`src/rtl/multicycle_core.sv`:
```
// ============================================================================
// Module   : multicycle_core
// Purpose  : Parametrised multicycle MIPS-subset core. A five-state FSM
//            (FETCH, DECODE, EXEC, MEM, WB) plus an absorbing HALT state
//            drives external synchronous instruction and data memories.
//            Supported: add, sub, and, or, slt, addi, lw, sw, beq, j.
//            Any other encoding halts the core until reset.
// Revision : 1.0 - initial release
// ----------------------------------------------------------------------------
// Parameters:
//   DATA_W      register / ALU / data-memory word width
//   PC_W        program counter width (word-addressed memories)
//   REG_ADDR_W  register index width (2^REG_ADDR_W registers, r0 reads 0)
// Ports:
//   iCLK, iRST_N     clock (rising edge), asynchronous active-low reset
//   iSTEP            advance enable (only with CORE_STEP_EN)
//   oIADDR/iIDATA    instruction address / word (word valid one cycle later)
//   oDADDR/oDWDATA   data address (ALU result reg) / store data (rt value)
//   oDWE/iDRDATA     data write strobe / load data (valid one cycle later)
//   iDBG_RA/oDBG_RD  debug register select / combinational register read
//   oPC, oSTATE      current PC / FSM state encoding
//   oRETIRE, oHALT   instruction-complete pulse / halted flag
// Configuration macro:
//   CORE_STEP_EN     when defined, all state advances only while iSTEP=1
// ============================================================================
`default_nettype none

module multicycle_core #(
  parameter int DATA_W     = 8,
  parameter int PC_W       = 8,
  parameter int REG_ADDR_W = 3
) (
  input  logic                  iCLK,
  input  logic                  iRST_N,
  input  logic                  iSTEP,
  output logic [PC_W-1:0]       oIADDR,
  input  logic [31:0]           iIDATA,
  output logic [DATA_W-1:0]     oDADDR,
  output logic [DATA_W-1:0]     oDWDATA,
  output logic                  oDWE,
  input  logic [DATA_W-1:0]     iDRDATA,
  input  logic [REG_ADDR_W-1:0] iDBG_RA,
  output logic [DATA_W-1:0]     oDBG_RD,
  output logic [PC_W-1:0]       oPC,
  output logic [2:0]            oSTATE,
  output logic                  oRETIRE,
  output logic                  oHALT
);

  localparam int C_NREGS = 1 << REG_ADDR_W;

  // FSM state encoding (visible on oSTATE)
  localparam logic [2:0] C_FETCH  = 3'd0;
  localparam logic [2:0] C_DECODE = 3'd1;
  localparam logic [2:0] C_EXEC   = 3'd2;
  localparam logic [2:0] C_MEM    = 3'd3;
  localparam logic [2:0] C_WB     = 3'd4;
  localparam logic [2:0] C_HALT   = 3'd7;

  // Opcodes
  localparam logic [5:0] C_OP_RTYPE = 6'h00;
  localparam logic [5:0] C_OP_J     = 6'h02;
  localparam logic [5:0] C_OP_BEQ   = 6'h04;
  localparam logic [5:0] C_OP_ADDI  = 6'h08;
  localparam logic [5:0] C_OP_LW    = 6'h23;
  localparam logic [5:0] C_OP_SW    = 6'h2B;

  // R-type function codes
  localparam logic [5:0] C_FN_ADD = 6'h20;
  localparam logic [5:0] C_FN_SUB = 6'h22;
  localparam logic [5:0] C_FN_AND = 6'h24;
  localparam logic [5:0] C_FN_OR  = 6'h25;
  localparam logic [5:0] C_FN_SLT = 6'h2A;

  // --------------------------------------------------------------------------
  // Architectural state
  // --------------------------------------------------------------------------
  logic [2:0]        r_state;
  logic [2:0]        w_state_nxt;
  logic [PC_W-1:0]   r_pc;
  logic [31:0]       r_ir;
  logic [DATA_W-1:0] r_a;
  logic [DATA_W-1:0] r_b;
  logic [DATA_W-1:0] r_alu_out;

  // Global advance qualifier: every register update and every strobe is
  // gated by it, so holding iSTEP low freezes the whole core.
  logic w_adv;
`ifdef CORE_STEP_EN
  assign w_adv = iSTEP;
`else
  assign w_adv = 1'b1;
`endif

  // --------------------------------------------------------------------------
  // Field extraction
  // --------------------------------------------------------------------------
  // Fields of the incoming word, needed during DECODE before IR is loaded.
  logic [5:0]            w_op_in;
  logic [5:0]            w_fn_in;
  logic [REG_ADDR_W-1:0] w_rs_in;
  logic [REG_ADDR_W-1:0] w_rt_in;

  assign w_op_in = iIDATA[31:26];
  assign w_fn_in = iIDATA[5:0];
  assign w_rs_in = iIDATA[21 +: REG_ADDR_W];
  assign w_rt_in = iIDATA[16 +: REG_ADDR_W];

  // Fields of the latched instruction, used from EXEC onwards.
  logic [5:0]            w_op;
  logic [5:0]            w_fn;
  logic [REG_ADDR_W-1:0] w_rt;
  logic [REG_ADDR_W-1:0] w_rd;
  logic [31:0]           w_imm_ext;
  logic [DATA_W-1:0]     w_imm;

  assign w_op      = r_ir[31:26];
  assign w_fn      = r_ir[5:0];
  assign w_rt      = r_ir[16 +: REG_ADDR_W];
  assign w_rd      = r_ir[11 +: REG_ADDR_W];
  assign w_imm_ext = {{16{r_ir[15]}}, r_ir[15:0]};
  assign w_imm     = w_imm_ext[DATA_W-1:0];

  logic w_is_rtype;
  logic w_is_addi;
  logic w_is_lw;
  logic w_is_sw;
  logic w_is_beq;
  logic w_is_j;

  assign w_is_rtype = (w_op == C_OP_RTYPE);
  assign w_is_addi  = (w_op == C_OP_ADDI);
  assign w_is_lw    = (w_op == C_OP_LW);
  assign w_is_sw    = (w_op == C_OP_SW);
  assign w_is_beq   = (w_op == C_OP_BEQ);
  assign w_is_j     = (w_op == C_OP_J);

  // Legality is judged on the incoming word so DECODE can branch to HALT.
  logic w_dec_legal;
  always_comb begin
    w_dec_legal = 1'b0;
    case (w_op_in)
      C_OP_RTYPE: begin
        case (w_fn_in)
          C_FN_ADD, C_FN_SUB, C_FN_AND, C_FN_OR, C_FN_SLT: w_dec_legal = 1'b1;
          default:                                         w_dec_legal = 1'b0;
        endcase
      end
      C_OP_ADDI, C_OP_LW, C_OP_SW, C_OP_BEQ, C_OP_J: w_dec_legal = 1'b1;
      default:                                       w_dec_legal = 1'b0;
    endcase
  end

  // --------------------------------------------------------------------------
  // Register file: r0 has no storage and is hard-wired to zero, which also
  // makes writes to r0 vanish without an explicit check.
  // --------------------------------------------------------------------------
  logic [DATA_W-1:0]     w_rf [C_NREGS];
  logic                  w_rf_we;
  logic [REG_ADDR_W-1:0] w_wb_addr;
  logic [DATA_W-1:0]     w_wb_data;

  assign w_rf_we   = w_adv && (r_state == C_WB);
  assign w_wb_addr = w_is_rtype ? w_rd : w_rt;
  assign w_wb_data = w_is_lw ? iDRDATA : r_alu_out;

  generate
    for (genvar gi = 0; gi < C_NREGS; gi++) begin : g_reg
      if (gi == 0) begin : g_zero
        assign w_rf[gi] = '0;
      end else begin : g_flop
        logic [DATA_W-1:0] r_q;
        always_ff @(posedge iCLK or negedge iRST_N) begin
          if (!iRST_N) begin
            r_q <= '0;
          end else if (w_rf_we && (w_wb_addr == REG_ADDR_W'(gi))) begin
            r_q <= w_wb_data;
          end
        end
        assign w_rf[gi] = r_q;
      end
    end
  endgenerate

  logic [DATA_W-1:0] w_rf_rs;
  logic [DATA_W-1:0] w_rf_rt;

  assign w_rf_rs = w_rf[w_rs_in];
  assign w_rf_rt = w_rf[w_rt_in];

  // --------------------------------------------------------------------------
  // ALU: operates on the latched A/B operands and the latched instruction.
  // --------------------------------------------------------------------------
  logic [DATA_W-1:0] w_alu_res;
  always_comb begin
    w_alu_res = '0;
    if (w_is_rtype) begin
      case (w_fn)
        C_FN_ADD: w_alu_res = r_a + r_b;
        C_FN_SUB: w_alu_res = r_a - r_b;
        C_FN_AND: w_alu_res = r_a & r_b;
        C_FN_OR:  w_alu_res = r_a | r_b;
        C_FN_SLT: w_alu_res = {{(DATA_W-1){1'b0}}, ($signed(r_a) < $signed(r_b))};
        default:  w_alu_res = '0;
      endcase
    end else begin
      // addi, lw and sw all compute A + imm
      w_alu_res = r_a + w_imm;
    end
  end

  // --------------------------------------------------------------------------
  // FSM: state register
  // --------------------------------------------------------------------------
  always_ff @(posedge iCLK or negedge iRST_N) begin
    if (!iRST_N) begin
      r_state <= C_FETCH;
    end else if (w_adv) begin
      r_state <= w_state_nxt;
    end
  end

  // FSM: next-state logic
  always_comb begin
    w_state_nxt = r_state;
    case (r_state)
      C_FETCH:  w_state_nxt = C_DECODE;
      C_DECODE: w_state_nxt = w_dec_legal ? C_EXEC : C_HALT;
      C_EXEC: begin
        if (w_is_rtype || w_is_addi) begin
          w_state_nxt = C_WB;
        end else if (w_is_lw || w_is_sw) begin
          w_state_nxt = C_MEM;
        end else begin
          w_state_nxt = C_FETCH;              // beq and j finish here
        end
      end
      C_MEM:    w_state_nxt = w_is_lw ? C_WB : C_FETCH;
      C_WB:     w_state_nxt = C_FETCH;
      C_HALT:   w_state_nxt = C_HALT;
      default:  w_state_nxt = C_HALT;         // unused encodings are treated as fatal
    endcase
  end

  // FSM: output decode from registered state and IR only, so no path
  // exists from the memory data inputs to these strobes.
  logic w_dwe;
  logic w_retire;
  logic w_halt;
  always_comb begin
    w_dwe    = 1'b0;
    w_retire = 1'b0;
    w_halt   = 1'b0;
    case (r_state)
      C_EXEC: w_retire = w_is_beq | w_is_j;
      C_MEM: begin
        w_dwe    = w_is_sw;
        w_retire = w_is_sw;
      end
      C_WB:   w_retire = 1'b1;
      C_HALT: w_halt   = 1'b1;
      default: begin
        w_dwe    = 1'b0;
        w_retire = 1'b0;
        w_halt   = 1'b0;
      end
    endcase
  end

  // --------------------------------------------------------------------------
  // Datapath registers
  // --------------------------------------------------------------------------
  always_ff @(posedge iCLK or negedge iRST_N) begin
    if (!iRST_N) begin
      r_pc      <= '0;
      r_ir      <= '0;
      r_a       <= '0;
      r_b       <= '0;
      r_alu_out <= '0;
    end else if (w_adv) begin
      case (r_state)
        C_FETCH: r_pc <= r_pc + PC_W'(1);
        C_DECODE: begin
          r_ir <= iIDATA;
          r_a  <= w_rf_rs;
          r_b  <= w_rf_rt;
        end
        C_EXEC: begin
          r_alu_out <= w_alu_res;
          // PC already holds old PC+1, so the offset is relative to that.
          if (w_is_beq && (r_a == r_b)) begin
            r_pc <= r_pc + w_imm_ext[PC_W-1:0];
          end
          if (w_is_j) begin
            r_pc <= r_ir[PC_W-1:0];
          end
        end
        default: begin
          r_pc <= r_pc;
        end
      endcase
    end
  end

  // --------------------------------------------------------------------------
  // Outputs
  // --------------------------------------------------------------------------
  assign oIADDR  = r_pc;
  assign oPC     = r_pc;
  assign oDADDR  = r_alu_out;
  assign oDWDATA = r_b;
  assign oSTATE  = r_state;
  assign oDWE    = w_dwe & w_adv;
  assign oRETIRE = w_retire & w_adv;
  assign oHALT   = w_halt;
  assign oDBG_RD = w_rf[iDBG_RA];

  // Instruction bits that some parameterisations never look at (rs field of
  // IR, high register-index bits, jump-target bits above PC_W) and iSTEP in
  // the free-running build are collected here on purpose.
  logic w_unused_bits;
  assign w_unused_bits = ^{iSTEP, r_ir, w_imm_ext};

endmodule

`default_nettype wire
```
`config.mk`:
```
export PLATFORM = sky130hd
export DESIGN_NAME = multicycle_core
export DESIGN_NICKNAME = d
export VERILOG_FILES = /design/src/rtl/multicycle_core.sv
export SDC_FILE = /design/constraint.sdc
export NUM_CORES = 1
export LEC_CHECK = 0
export ABC_CLOCK_PERIOD_IN_PS = 2490
export CORE_MARGIN = 1
export CORE_UTILIZATION = 38
export DETAILED_ROUTE_END_ITERATION = 10
export PLACE_DENSITY = 0.55
export SLEW_MARGIN = 10
export SYNTH_ARGS = -nofsm -noshare
export SYNTH_HDL_FRONTEND = slang
export SYNTH_SLANG_ARGS = --single-unit
```
`constraint.sdc`:
```
create_clock -name iCLK -period 2.49 [get_ports iCLK]
set_input_delay 0.498 -clock iCLK [delete_from_list [all_inputs] [get_ports iCLK]]
set_output_delay 0.498 -clock iCLK [all_outputs]
set_load 0.005 [all_outputs]
```
==> results.sh, run 1 <==
export IMPL_vias=6627
export IMPL_area_growth_pct=23.5
export IMPL_multi_input_area_sq_mm=0.00486
export IMPL_finClkSkew_ps=16.4
export IMPL_hold_path_class="primary input to asynchronous set/reset pin"
export IMPL_netlist_top_cells_area="dfrtp_1 35%, mux2_2 9.1%, mux4_2 6.7%"
export IMPL_syn_area_sq_mm=0.00803
export IMPL_clockBufferDepth=2
export IMPL_power_mw=3.71
export IMPL_critPathKind="flop to flop"
export IMPL_antenna_found_initial=0
export IMPL_setup_viol=0
export IMPL_via_per_inst=5.68
export IMPL_fmax_mhz=417
export IMPL_hold_violations=0
export IMPL_dpl_cell_area_sq_mm=0.00945
export IMPL_combPwrFrac_pct=10.4
export IMPL_postLayoutCellArea_sq_mm=0.00992
export IMPL_die_x_microns=147
export IMPL_async_flop_share_pct=100
export IMPL_register_area_sq_mm=0.00278
export IMPL_critPathMaxFanout=4
export IMPL_final_util_pct=48.4
export IMPL_outcome="completed"
export IMPL_period_share_pct=96.3
export IMPL_required_ps=2770
export IMPL_start_kind="flop"
export IMPL_fin_cells=1166
export IMPL_synth_top_cell_by_area="dfrtp_1"
export IMPL_period_needed_ps=2400
export IMPL_place_gp_congestion=0.890
export IMPL_dp_slack_ps=-391
export IMPL_final_common_cell="dfrtp_1"
export IMPL_grt_usage_pct=23.0
export IMPL_finalWirelength_mm=24.0
export IMPL_tightest_slew_ps=797
export IMPL_cp_slowest_cell="dfrtp_2"
export IMPL_p_clk_share_pct=39.9
export IMPL_cts_sinks=111
export IMPL_synth_enable_flop_cells=0
export IMPL_core_area_sq_mm=0.0205
export IMPL_synth_flop_cell="dfrtp_1"
export IMPL_n_fill_cell=1906
export IMPL_clk_pin_slew_ps=80
export IMPL_finalMaxSlewViolations=0
export IMPL_p_per_area_mw_per_mm2=374
export IMPL_ys_seq_elements=111
export IMPL_die_h_microns=147
export IMPL_end_kind="flop"
export IMPL_drc_errors=0
export IMPL_leakagePower_nw=4.48
export IMPL_maxCapViolations=0
export IMPL_p_sw_mw=0.981
export IMPL_max_slew_margin_pct=46.7
export IMPL_switching_share_pct=26.5
export IMPL_cp_arrival_ps=2680
export IMPL_cts_hold_buf=0
export IMPL_syn_num_nets=867
export IMPL_fin_ws_ps=91.3
export IMPL_intPower_mw=2.72
export IMPL_yosys_warnings=0
export IMPL_diodes=0
export IMPL_synth_cell_types=85
export IMPL_tns_ps=0
export IMPL_initial_core_util_pct=39.2
export IMPL_grt_pass1_vias=6728
export IMPL_rsz0062_at_grt="true"
export IMPL_htree_levels=3
export IMPL_grt_pass1_wl_mm=38.3
export IMPL_max_stage_delay_ps=440
export IMPL_synthesis_area_per_instance_sq_um=10.3
export IMPL_gr_total_overflow=0
export IMPL_synth_seq_area_share_pct=34.6
export IMPL_insertion_delay_ps=360
export IMPL_synth_top_area_share_pct=34.6
export IMPL_wl_met1_mm=10.3
export IMPL_nets=981
export IMPL_crit_chain="ha_1 -> fa_2 -> a21o_1 -> buf_4 -> a221o_1 -> nor3_1 -> a211oi_1 -> o221a_1 -> o211ai_2"
export IMPL_drt_wirelength_per_cell_microns=20.6
export IMPL_synthCells=777
export IMPL_cts_root_buf="clkbuf_16"
export IMPL_hold_slack_ps=117
export IMPL_cts_tree="done"
export IMPL_final_cell_mix="106 x dfrtp_1, 69 x clkdlybuf4s50_1, 67 x buf_4, 65 x mux2_2, 55 x nand2_1"
export IMPL_drt_iter0_markers=412
export IMPL_peakVddDrop_v=0.000313
export IMPL_drive_gt1_share_pct=25.8
export IMPL_cts_made_buffers=9
export IMPL_rows=52
export IMPL_io_buffers=81
export IMPL_place_inst=1138
export IMPL_dr_max_layer_used="met4"
export IMPL_antenna_left=0
export IMPL_hpwl_mm=18.1
export IMPL_drt_pass1_iterations=5
export IMPL_grt_max_degree=40
export IMPL_num_io_pins=92
export IMPL_wl_met3_mm=1.07
export IMPL_die_area_sq_mm=0.0217
export IMPL_wl_met2_mm=11.9
export IMPL_p_seq_share_pct=49.7
cells in the mapped netlist (5+ instances only):
master / instances
nor3_1: 13
a211oi_1: 9
nand2b_1: 9
o211ai_1: 5
nand2_1: 55
dfrtp_1: 111
o21ai_0: 45
mux4_2: 24
buf_4: 8
mux2_1: 36
o21bai_1: 5
nor2b_1: 6
a21o_1: 5
nand3_1: 17
a22oi_1: 24
mux2_4: 8
clkbuf_1: 21
and3_1: 6
ha_1: 40
buf_2: 8
mux2_2: 65
buf_1: 8
inv_1: 32
a31oi_1: 10
buf_6: 6
nor2_1: 48
a21oi_1: 43
mux2i_1: 7
final timing paths:
| kind | depth (start not counted) | start | slack, ps | to |
|---|---|---|---|---|
| max in group asynchronous | 2 | iRST_N | 1670 | g_reg[3].g_flop.r_q[5] |
| worst max register to register | 9 | oDWDATA[0] | 90 | oDADDR[6] |
| worst min-delay path | 1 | iRST_N | 120 | g_reg[3].g_flop.r_q[1] |
| worst min register to register | 1 | r_ir[18] | 520 | r_ir[18] |
| min in group iCLK | 1 | r_ir[18] | 520 | r_ir[18] |
| worst max-delay path | 9 | oDWDATA[0] | 90 | oDADDR[6] |
power by group through the flow:
stage               sequential [mW]  clock, mW  combinational (mW)
floorplan                      1.87          0               0.175
detailed placement             1.88          0               0.361
CTS                            1.84       1.53               0.386
finish                         1.84       1.48               0.384
global placement               1.88          0               0.352
global route                   1.85       1.59               0.417
cells by family (layout without fill, tap and decap cells):
| logic type | count (synthesis) | count (layout) | share of synthesized area [%] |
|---|---|---|---|
| buf+inv | 87 | 206 | 5.50 |
| compound gates | 192 | 192 | 15.8 |
| fa+ha+maj | 45 | 45 | 7.35 |
| mux | 140 | 140 | 23.3 |
| simple gates | 194 | 194 | 12.6 |
| xor+xnor | 8 | 8 | 0.872 |
| flops | 111 | 111 | 34.6 |
worst max-delay path, delay by kind of cell (launching register included):
family                   cells  cell delay, ps
AO/OA/AOI/OAI                5            1030
adder cells (fa/ha/maj)      2             590
flip-flops                   1             440
AND/OR/NAND/NOR              1             150
buffers and inverters        1             130
layout make-up:
cell class / instances / area share, %
sequential: 111 / 28.1
multi-input combinational: 579 / 49.0
tap: 270 / 3.41
clock buffer: 9 / 2.27
inverter: 33 / 1.25
clock inverter: 7 / 0.858
timing repair buffer: 157 / 15.1
registers in the layout (all words and copies together), names as in the netlist:
name and cells:
g.g_flop.r_q 56, oIADDR 8, r_ir 20, r_a 8, oDWDATA 8, oDADDR 8
oSTATE 3
layer usage:
| layer | track usage, % | up-vias |
|---|---|---|
| li1 | - | 3109 |
| met1 | 29.9 | 3280 |
| met2 | 39.3 | 197 |
| met3 | 2.81 | 41 |
| met4 | 7.94 | 0 |
| met5 | 0 | - |
what timing repair did:
action | in CTS | in global routing
gates resized for setup | 21 | 12
setup buffers | 10 | 1
cloned | 1 | 0
pin swaps | 1 | 0
endpoints found under the setup margin | 10 | 18
Note: power is estimated with default switching activity, not from simulation.
==> inputs of run 2 (changes only) <==
--- a/config.mk
+++ b/config.mk
@@ -8,6 +8,7 @@
 export ABC_CLOCK_PERIOD_IN_PS = 2490
 export CORE_MARGIN = 1
 export CORE_UTILIZATION = 38
+export CTS_CLUSTER_DIAMETER = 100
 export DETAILED_ROUTE_END_ITERATION = 10
 export PLACE_DENSITY = 0.55
 export SLEW_MARGIN = 10
==> constraint.sdc (replaced) <==
create_clock -name iCLK -period 2.49 [get_ports iCLK]
set_input_delay 0.747 -clock iCLK [delete_from_list [all_inputs] [get_ports iCLK]]
set_output_delay 0.747 -clock iCLK [all_outputs]
set_load 0.005 [all_outputs]
==> results.sh, run 2 (synthesized netlist as in run 1, its figures left out) <==
export IMPL_fin_ws_ps=-87.9
export IMPL_fmax_mhz=388
export IMPL_drt_wirelength_per_cell_microns=20.5
export IMPL_critPathMaxFanout=3
export IMPL_num_io_pins=92
export IMPL_leakagePower_nw=4.59
export IMPL_cp_buffers_inverters=4
export IMPL_rr_startpoint="oDWDATA[0]"
export IMPL_place_gp_congestion=0.917
export IMPL_clockBufferDepth=2
export IMPL_vias=6749
export IMPL_largest_reg_flops=56
export IMPL_cp_arrival_ps=1830
export IMPL_io_buffers=81
export IMPL_reg2reg_depth=8
export IMPL_cts_root_buf="clkbuf_16"
export IMPL_nets=994
export IMPL_reg2reg_slack_ps=60
export IMPL_insertion_delay_ps=360
export IMPL_finalWirelength_mm=24.1
export IMPL_period_needed_ps=2580
export IMPL_drc_errors=0
export IMPL_drt_pass1_iterations=5
export IMPL_dp_slack_ps=-875
export IMPL_grt_max_degree=51
export IMPL_drt_iter0_markers=408
export IMPL_max_slew_margin_pct=54.4
export IMPL_die_h_microns=147
export IMPL_rows=52
export IMPL_reg2reg_to="oDADDR[6]"
export IMPL_tns_ps=-275
export IMPL_final_common_cell="dfrtp_1"
export IMPL_crit_start="iDBG_RA[0]"
export IMPL_period_share_pct=104
export IMPL_peakVddDrop_v=0.000342
export IMPL_cts_sinks=111
export IMPL_hpwl_mm=18.1
export IMPL_grt_pass1_wl_mm=38.4
export IMPL_tightest_slew_ps=683
export IMPL_cts_tree="done"
export IMPL_htree_levels=3
export IMPL_crit_chain="buf_8 -> buf_16 -> buf_6 -> mux4_2 -> nand2_2 -> o21ai_2 -> buf_2"
export IMPL_hold_path_class="primary input to asynchronous set/reset pin"
export IMPL_start_kind="primary input"
export IMPL_antenna_left=0
export IMPL_grt_usage_pct=22.7
export IMPL_p_per_area_mw_per_mm2=378
export IMPL_finClkSkew_ps=15.8
export IMPL_crit_family="multiplexers"
export IMPL_area_growth_pct=26.6
export IMPL_via_per_inst=5.72
export IMPL_largestRegisters="g.g_flop.r_q: 56 flops, r_ir: 20 flops"
export IMPL_core_area_sq_mm=0.0205
export IMPL_cp_slowest_cell="mux4_2"
export IMPL_end_kind="output port"
export IMPL_gr_total_overflow=0
export IMPL_diodes=0
export IMPL_die_area_sq_mm=0.0217
export IMPL_n_fill_cell=1854
export IMPL_largest_register="g.g_flop.r_q"
export IMPL_grt_pass1_vias=6914
export IMPL_drive_gt1_share_pct=29.7
export IMPL_finalMaxSlewViolations=0
export IMPL_clk_pin_slew_ps=80
export IMPL_setup_viol=6
export IMPL_die_x_microns=147
export IMPL_max_stage_delay_ps=520
export IMPL_hold_violations=0
export IMPL_outcome="finished with violations"
export IMPL_initial_core_util_pct=39.2
export IMPL_maxCapViolations=0
export IMPL_final_cell_mix="104 x dfrtp_1, 70 x buf_4, 68 x clkdlybuf4s50_1, 63 x mux2_2, 51 x nand2_1"
export IMPL_critPathKind="primary input to output port"
export IMPL_rsz0062_at_grt="true"
export IMPL_final_util_pct=49.6
export IMPL_antenna_found_initial=0
export IMPL_failed_checks="negative setup slack"
export IMPL_required_ps=1740
export IMPL_cts_made_buffers=9
[run 2: worst register-to-register path: stages (launching register included)]
cell and delay (ps):
dfrtp_1 450, ha_1 260, fa_1 410, a21o_1 200
a221o_1 330, nor3_1 200, a211oi_2 90, o221a_1 280
o211ai_2 140
[run 2: power by group]
group / leakage [nW] / internal [mW] / switching [mW]
Sequential: 1.40 / 1.82 / 0.0282
Clock: 0.158 / 0.816 / 0.764
Combinational: 3.03 / 0.219 / 0.202
Total: 4.59 / 2.85 / 0.994
[run 2: worst max path at each step]
stage	end	slack, ps	cells past startpoint
after floorplan	oDBG_RD[6]	-90	5
after global placement	oDBG_RD[6]	-840	6
after detailed placement	oDBG_RD[6]	-870	6
after CTS	oDBG_RD[2]	-80	7
after global routing	oDBG_RD[2]	-130	7
final	oDBG_RD[6]	-90	7
[run 2: timing repair]
item	CTS	global route
hold buffers	0	0
setup endpoints to repair	14	26
setup buffers	11	5
gates resized for setup	78	23
pin swaps	18	14
cloned	2	0
[run 2: cell type report]
type                    instances  area (sq um)  share of cell area [%]
multi-input cells             579          4930                    48.5
flip-flops and latches        111          2790                    27.4
repair buffers                170          1660                    16.4
well taps                     270           338                    3.32
clock buffers                   9           225                    2.22
inverters                      33           124                    1.22
clock inverters                 7          97.6                   0.960
[run 2: routing by layer]
metal	up-vias	wire length [microns]	global-route usage, %
met5	-	0	0
met4	0	924	9.69
met3	53	893	3.24
met2	196	11600	38.1
met1	3367	10700	29.3
li1	3133	-	-
[run 2: per-stage QoR]
| stage | hold WS, ps | instances | power, mW | area (sq um) |
|---|---|---|---|---|
| 3_3_place_gp | 491 | 1145 | 2.25 | 9550 |
| 3_5_place_dp | 502 | 1145 | 2.26 | 9550 |
| 5_1_grt | 331 | 1179 | 3.99 | 10200 |
| 4_1_cts | 322 | 1174 | 3.87 | 10000 |
| 2_1_floorplan | 451 | 777 | 2.05 | 8040 |
| 6_report | 316 | 1179 | 3.85 | 10200 |
==> inputs of run 3 (changes only) <==
--- a/config.mk
+++ b/config.mk
@@ -11,6 +11,7 @@
 export CTS_CLUSTER_DIAMETER = 100
 export DETAILED_ROUTE_END_ITERATION = 10
 export PLACE_DENSITY = 0.55
+export SKIP_LAST_GASP = 1
 export SLEW_MARGIN = 10
 export SYNTH_ARGS = -nofsm -noshare
 export SYNTH_HDL_FRONTEND = slang
==> results.sh, run 3 (synthesized netlist as in run 1, its figures left out) <==
export IMPL_grtUsageMet2_pct=38.1
export IMPL_finalWirelength_mm=24.2
export IMPL_htree_levels=3
export IMPL_vias=6775
export IMPL_cts_hold_buf=0
export IMPL_postLayoutCellArea_sq_mm=0.0102
export IMPL_final_common_cell="dfrtp_1"
export IMPL_fin_ws_ps=-87.2
export IMPL_finClkSkew_ps=14.9
export IMPL_drt_wirelength_per_cell_microns=20.5
export IMPL_grtUsageMet1_pct=29.3
export IMPL_reg2reg_to="oDADDR[6]"
export IMPL_max_slew_margin_pct=54.1
export IMPL_nets=994
export IMPL_p_per_area_mw_per_mm2=378
export IMPL_hold_violations=0
export IMPL_insertion_delay_ps=360
export IMPL_antenna_found_initial=0
export IMPL_antenna_left=0
export IMPL_period_needed_ps=2580
export IMPL_largestRegisters="g.g_flop.r_q: 56 flops, r_ir: 20 flops"
export IMPL_failed_checks="negative setup slack"
export IMPL_diodes=0
export IMPL_hpwl_mm=18.1
export IMPL_fmax_mhz=388
export IMPL_maxCapViolations=0
export IMPL_drt_iter0_markers=440
export IMPL_required_ps=1740
export IMPL_reg2reg_depth=8
export IMPL_peakVddDrop_v=0.000340
export IMPL_drive_gt1_share_pct=29.7
export IMPL_cp_arrival_ps=1830
export IMPL_crit_start="iDBG_RA[0]"
export IMPL_grt_pass1_vias=6916
export IMPL_clockBufferDepth=2
export IMPL_hold_path_class="primary input to asynchronous set/reset pin"
export IMPL_start_kind="primary input"
export IMPL_tightest_slew_ps=687
export IMPL_final_cell_mix="104 x dfrtp_1, 70 x buf_4, 68 x clkdlybuf4s50_1, 63 x mux2_2, 51 x nand2_1"
export IMPL_grt_usage_pct=22.7
export IMPL_rows=52
export IMPL_grt_pass1_wl_mm=38.4
export IMPL_rr_startpoint="oDWDATA[0]"
export IMPL_cts_made_buffers=9
export IMPL_core_area_sq_mm=0.0205
export IMPL_gr_max_usage_layer="met2"
export IMPL_die_h_microns=147
export IMPL_leakagePower_nw=4.59
export IMPL_io_buffers=81
export IMPL_die_x_microns=147
export IMPL_critPathKind="primary input to output port"
export IMPL_cts_root_buf="clkbuf_16"
export IMPL_end_kind="output port"
export IMPL_dpl_cell_area_sq_mm=0.00955
export IMPL_grt_use_met3_pct=3.24
export IMPL_dp_slack_ps=-875
export IMPL_finalMaxSlewViolations=0
export IMPL_hold_slack_ps=318
export IMPL_cts_tree="done"
export IMPL_area_growth_pct=26.6
export IMPL_clk_pin_slew_ps=80
export IMPL_die_area_sq_mm=0.0217
export IMPL_critPathMaxFanout=3
export IMPL_gr_total_overflow=0
export IMPL_largest_reg_flops=56
export IMPL_largest_register="g.g_flop.r_q"
export IMPL_period_share_pct=104
export IMPL_via_per_inst=5.75
export IMPL_cp_endpoint="oDBG_RD[6]"
export IMPL_rsz0062_at_grt="true"
export IMPL_cts_sinks=111
export IMPL_drt_pass1_iterations=5
export IMPL_num_io_pins=92
export IMPL_drc_errors=0
export IMPL_initial_core_util_pct=39.2
export IMPL_setup_viol=6
export IMPL_outcome="finished with violations"
export IMPL_reg2reg_slack_ps=70
export IMPL_power_mw=3.84
export IMPL_grt_max_degree=51
export IMPL_place_gp_congestion=0.917
==> run 3: worst min-delay path by stage <==
stage / startpoint / end / slack [ps] / cells after the start
after global placement: r_ir[18] / r_ir[18] / 490 / 1
after global routing: iRST_N / g_reg[2].g_flop.r_q[0] / 330 / 1
after detailed placement: r_ir[13] / r_ir[13] / 500 / 1
after CTS: iRST_N / g_reg[2].g_flop.r_q[0] / 320 / 1
final: iRST_N / g_reg[2].g_flop.r_q[0] / 320 / 1
after floorplan: iRST_N / g_reg[1].g_flop.r_q[0] / 450 / 0
==> run 3: stage by stage <==
step                util [%]  setup TNS (ps)  cells
global route            49.6            -590   1179
finish                  49.6            -285   1179
CTS                     49.0            -303   1174
detailed placement      46.6           -7190   1145
global placement        46.6           -6650   1145
floorplan                  -           -90.7    777
==> run 3: layout make-up <==
type	instances	area (sq um)
Fill cell	1854	10300
Multi-Input combinational cell	579	4930
Sequential cell	111	2790
Timing Repair Buffer	170	1660
Tap cell	270	338
Clock buffer	9	225
Inverter	33	124
Clock inverter	7	97.6
==> run 3: repair_timing <==
item | 4_1_cts | 5_1_grt
resized for setup | 76 | 25
cloned | 2 | 0
setup endpoints to repair | 14 | 26
pin swaps | 18 | 15
setup buffers | 11 | 5
==> run 3: per-layer routing <==
layer / wire [microns] / vias to the layer above
met5: 0 / -
met3: 938 / 53
met2: 11600 / 201
li1: - / 3129
met4: 915 / 0
met1: 10700 / 3392
==> run 3: power breakdown <==
part	switching [mW]	leakage, nW	internal [mW]
Combinational	0.202	3.03	0.219
Sequential	0.0284	1.40	1.82
Clock	0.761	0.158	0.816
Total	0.991	4.59	2.85
==> run 3: critical path, cell delays in order <==
cell	delay [ps]
buf_8	90
buf_16	100
buf_6	90
mux4_2	520
nand2_2	100
o21ai_2	60
buf_2	130
==> RTL edit, RTL diff (config.mk and constraints of run 1) <==
Build with the macro `CORE_STEP_EN` defined.
--- a/src/rtl/multicycle_core.sv
+++ b/src/rtl/multicycle_core.sv
@@ -25,6 +25,8 @@
 // ============================================================================
 `default_nettype none
 
+`define CORE_STEP_EN
+
 module multicycle_core #(
   parameter int DATA_W     = 8,
   parameter int PC_W       = 8,
Function: changed (a bounded check fails within 4 cycles, from zero or initial values and one cycle with iRST_N low).
==> RTL edit against run 1 <==
- sequential share of layout area about the same
- routed wire length decreased by 2.1%
- final area about the same
- via count increased by 2.1%
- worst setup slack got worse by 0.0042 ns
- area after synthesis decreased by 3.6%
- global-route usage increased by 0.43 points
- first-iteration DRC count increased by 13%
- count of clock-buffer cells in the layout increased by 1
- sequential cell count unchanged
- critical path type unchanged
Power is not compared: it rests on default switching activity, and its combinational part moved more than twofold at a synthesized area within 25%.
==> RTL edit: results (changes against run 1) <==
* Routed WL at 23500 µm (-2.1%)
* Routed vias at 6765 (+2.1%)
* Reg2reg start: r_a[0]$_DFFE_PN0P_
* CP max FO at 3 (-1)
* Placed insts at 1218 (+7.0%)
* First-pass GRT wire length at 36600 µm (-4.5%)
* Ys Warns at 0 (unchanged)
* DP Worst Slack at -0.332 ns (+0.0590 ns)
* Iteration-0 DRC Markers at 464 (+13%)
* Skew final at 0.00921 ns (-0.00723 ns)
* WL/cell at 18.8 µm (-8.6%)
* Metal3 WL at 852 µm (-20%)
* Final HPWL DP at 17500 µm (-3.3%)
* Compound-Gate Fraction of Synth Area at 18.7% (+2.9 points)
* Adder and majority gate portion of the synthesized area at 7.62% (+0.27 points)
* Worst hold margin at 0.103 ns (-0.0137 ns)
* Status: finished, final reports clean
* Routing usage on met2 at 37.5% (-1.8 points)
* Placer Congestion at 0.889 (-0.10%)
* CTS resizes at 22 (+4.8%)
* H-tree Lvls at 3 (unchanged)
* # Post-CTS Setup Buffers at 3 (-7)
* Layout cells sized above 1 at 22.1% (-3.7 points)
* Mux contribution to synthesized area at 15.4% (-7.9 points)
* Avg Cell Area, Syn at 9.24 µm² (-11%)
* GRT Total Usage at 23.4% (+0.43 points)
* Dpl cell area at 9400 µm² (-0.49%)
* Pin count of the biggest net entering global routing at 53 (+33%)
* Nets at 1068 (+8.9%)
* GRT met1 Usage at 33.1% (+3.2 points)
* Met2 routed WL at 11000 µm (-7.4%)
* Met3 usage at 3.49% (+0.68 points)
* Sequential area share after synthesis at 35.9% (+1.3 points)
* Commonest cells in the netlist: dfrtp_1, nand2_1, nor2_1, o21ai_0, a21oi_1
* Max-slew headroom at 44.2% (-2.5 points)
* Synth unique cells at 68 (-20%)
* Vias in the first global route at 6357 (-5.5%)
* Worst min-delay path category: input pin to async pin
* Port Buf Inserts at 82 (+1.2%)
* Leading post-synthesis cells by cell area: dfrtp_1, mux4_2, mux2_2
* Initial antenna violation count at 1 (+1)
## RTL edit: cell count changes after synthesis, sizes merged, moves of 14 or more
cell,change
o21ai,+34
mux2,-62
nand2,+31
nor2,+29
clkbuf,+14
a21oi,+29
## RTL edit: cell type report
type	count	area, µm²
Inverter	29	109
Tap cell	265	332
Multi-Input combinational cell	638	4630
Timing Repair Buffer	189	1750
Clock buffer	10	229
Clock inverter	5	68.8
Sequential cell	111	2780
Antenna cell	1	2.50
Fill cell	1859	9810
## RTL edit: worst max-delay path, stage by stage, from the launching register on
cell and delay, ns:
dfrtp_1 0.43, ha_1 0.23, fa_1 0.40, a21o_1 0.19, a211oi_1 0.24, nor2_1 0.09, o311ai_2 0.32, xnor2_1 0.17
nand2_1 0.09, a31oi_1 0.17
## RTL edit: worst max path at each step
stage	from	end	slack, ns
2_1_floorplan	iDBG_RA[0]	oDBG_RD[6]	0.06
3_3_place_gp	iDBG_RA[0]	oDBG_RD[5]	-0.33
3_5_place_dp	iDBG_RA[0]	oDBG_RD[4]	-0.33
4_1_cts	r_ir[28]$_DFFE_PN0P_	oDWE	0.009
5_1_grt	oDWDATA[1]$_DFFE_PN0P_	oIADDR[2]$_DFFE_PN0P_	-0.03
6_report	r_a[0]$_DFFE_PN0P_	oDADDR[6]$_DFFE_PN0P_	0.09
## RTL edit: power by group through the flow
| stage | clock [mW] | combinational (mW) | sequential (mW) |
|---|---|---|---|
| 3_3_place_gp | 0 | 4.68 | 3.18 |
| 2_1_floorplan | 0 | 2.88 | 2.94 |
| 6_report | 1.51 | 4.89 | 3.16 |
| 5_1_grt | 1.61 | 5.39 | 3.25 |
| 3_5_place_dp | 0 | 4.71 | 3.18 |
| 4_1_cts | 1.55 | 4.78 | 3.15 |
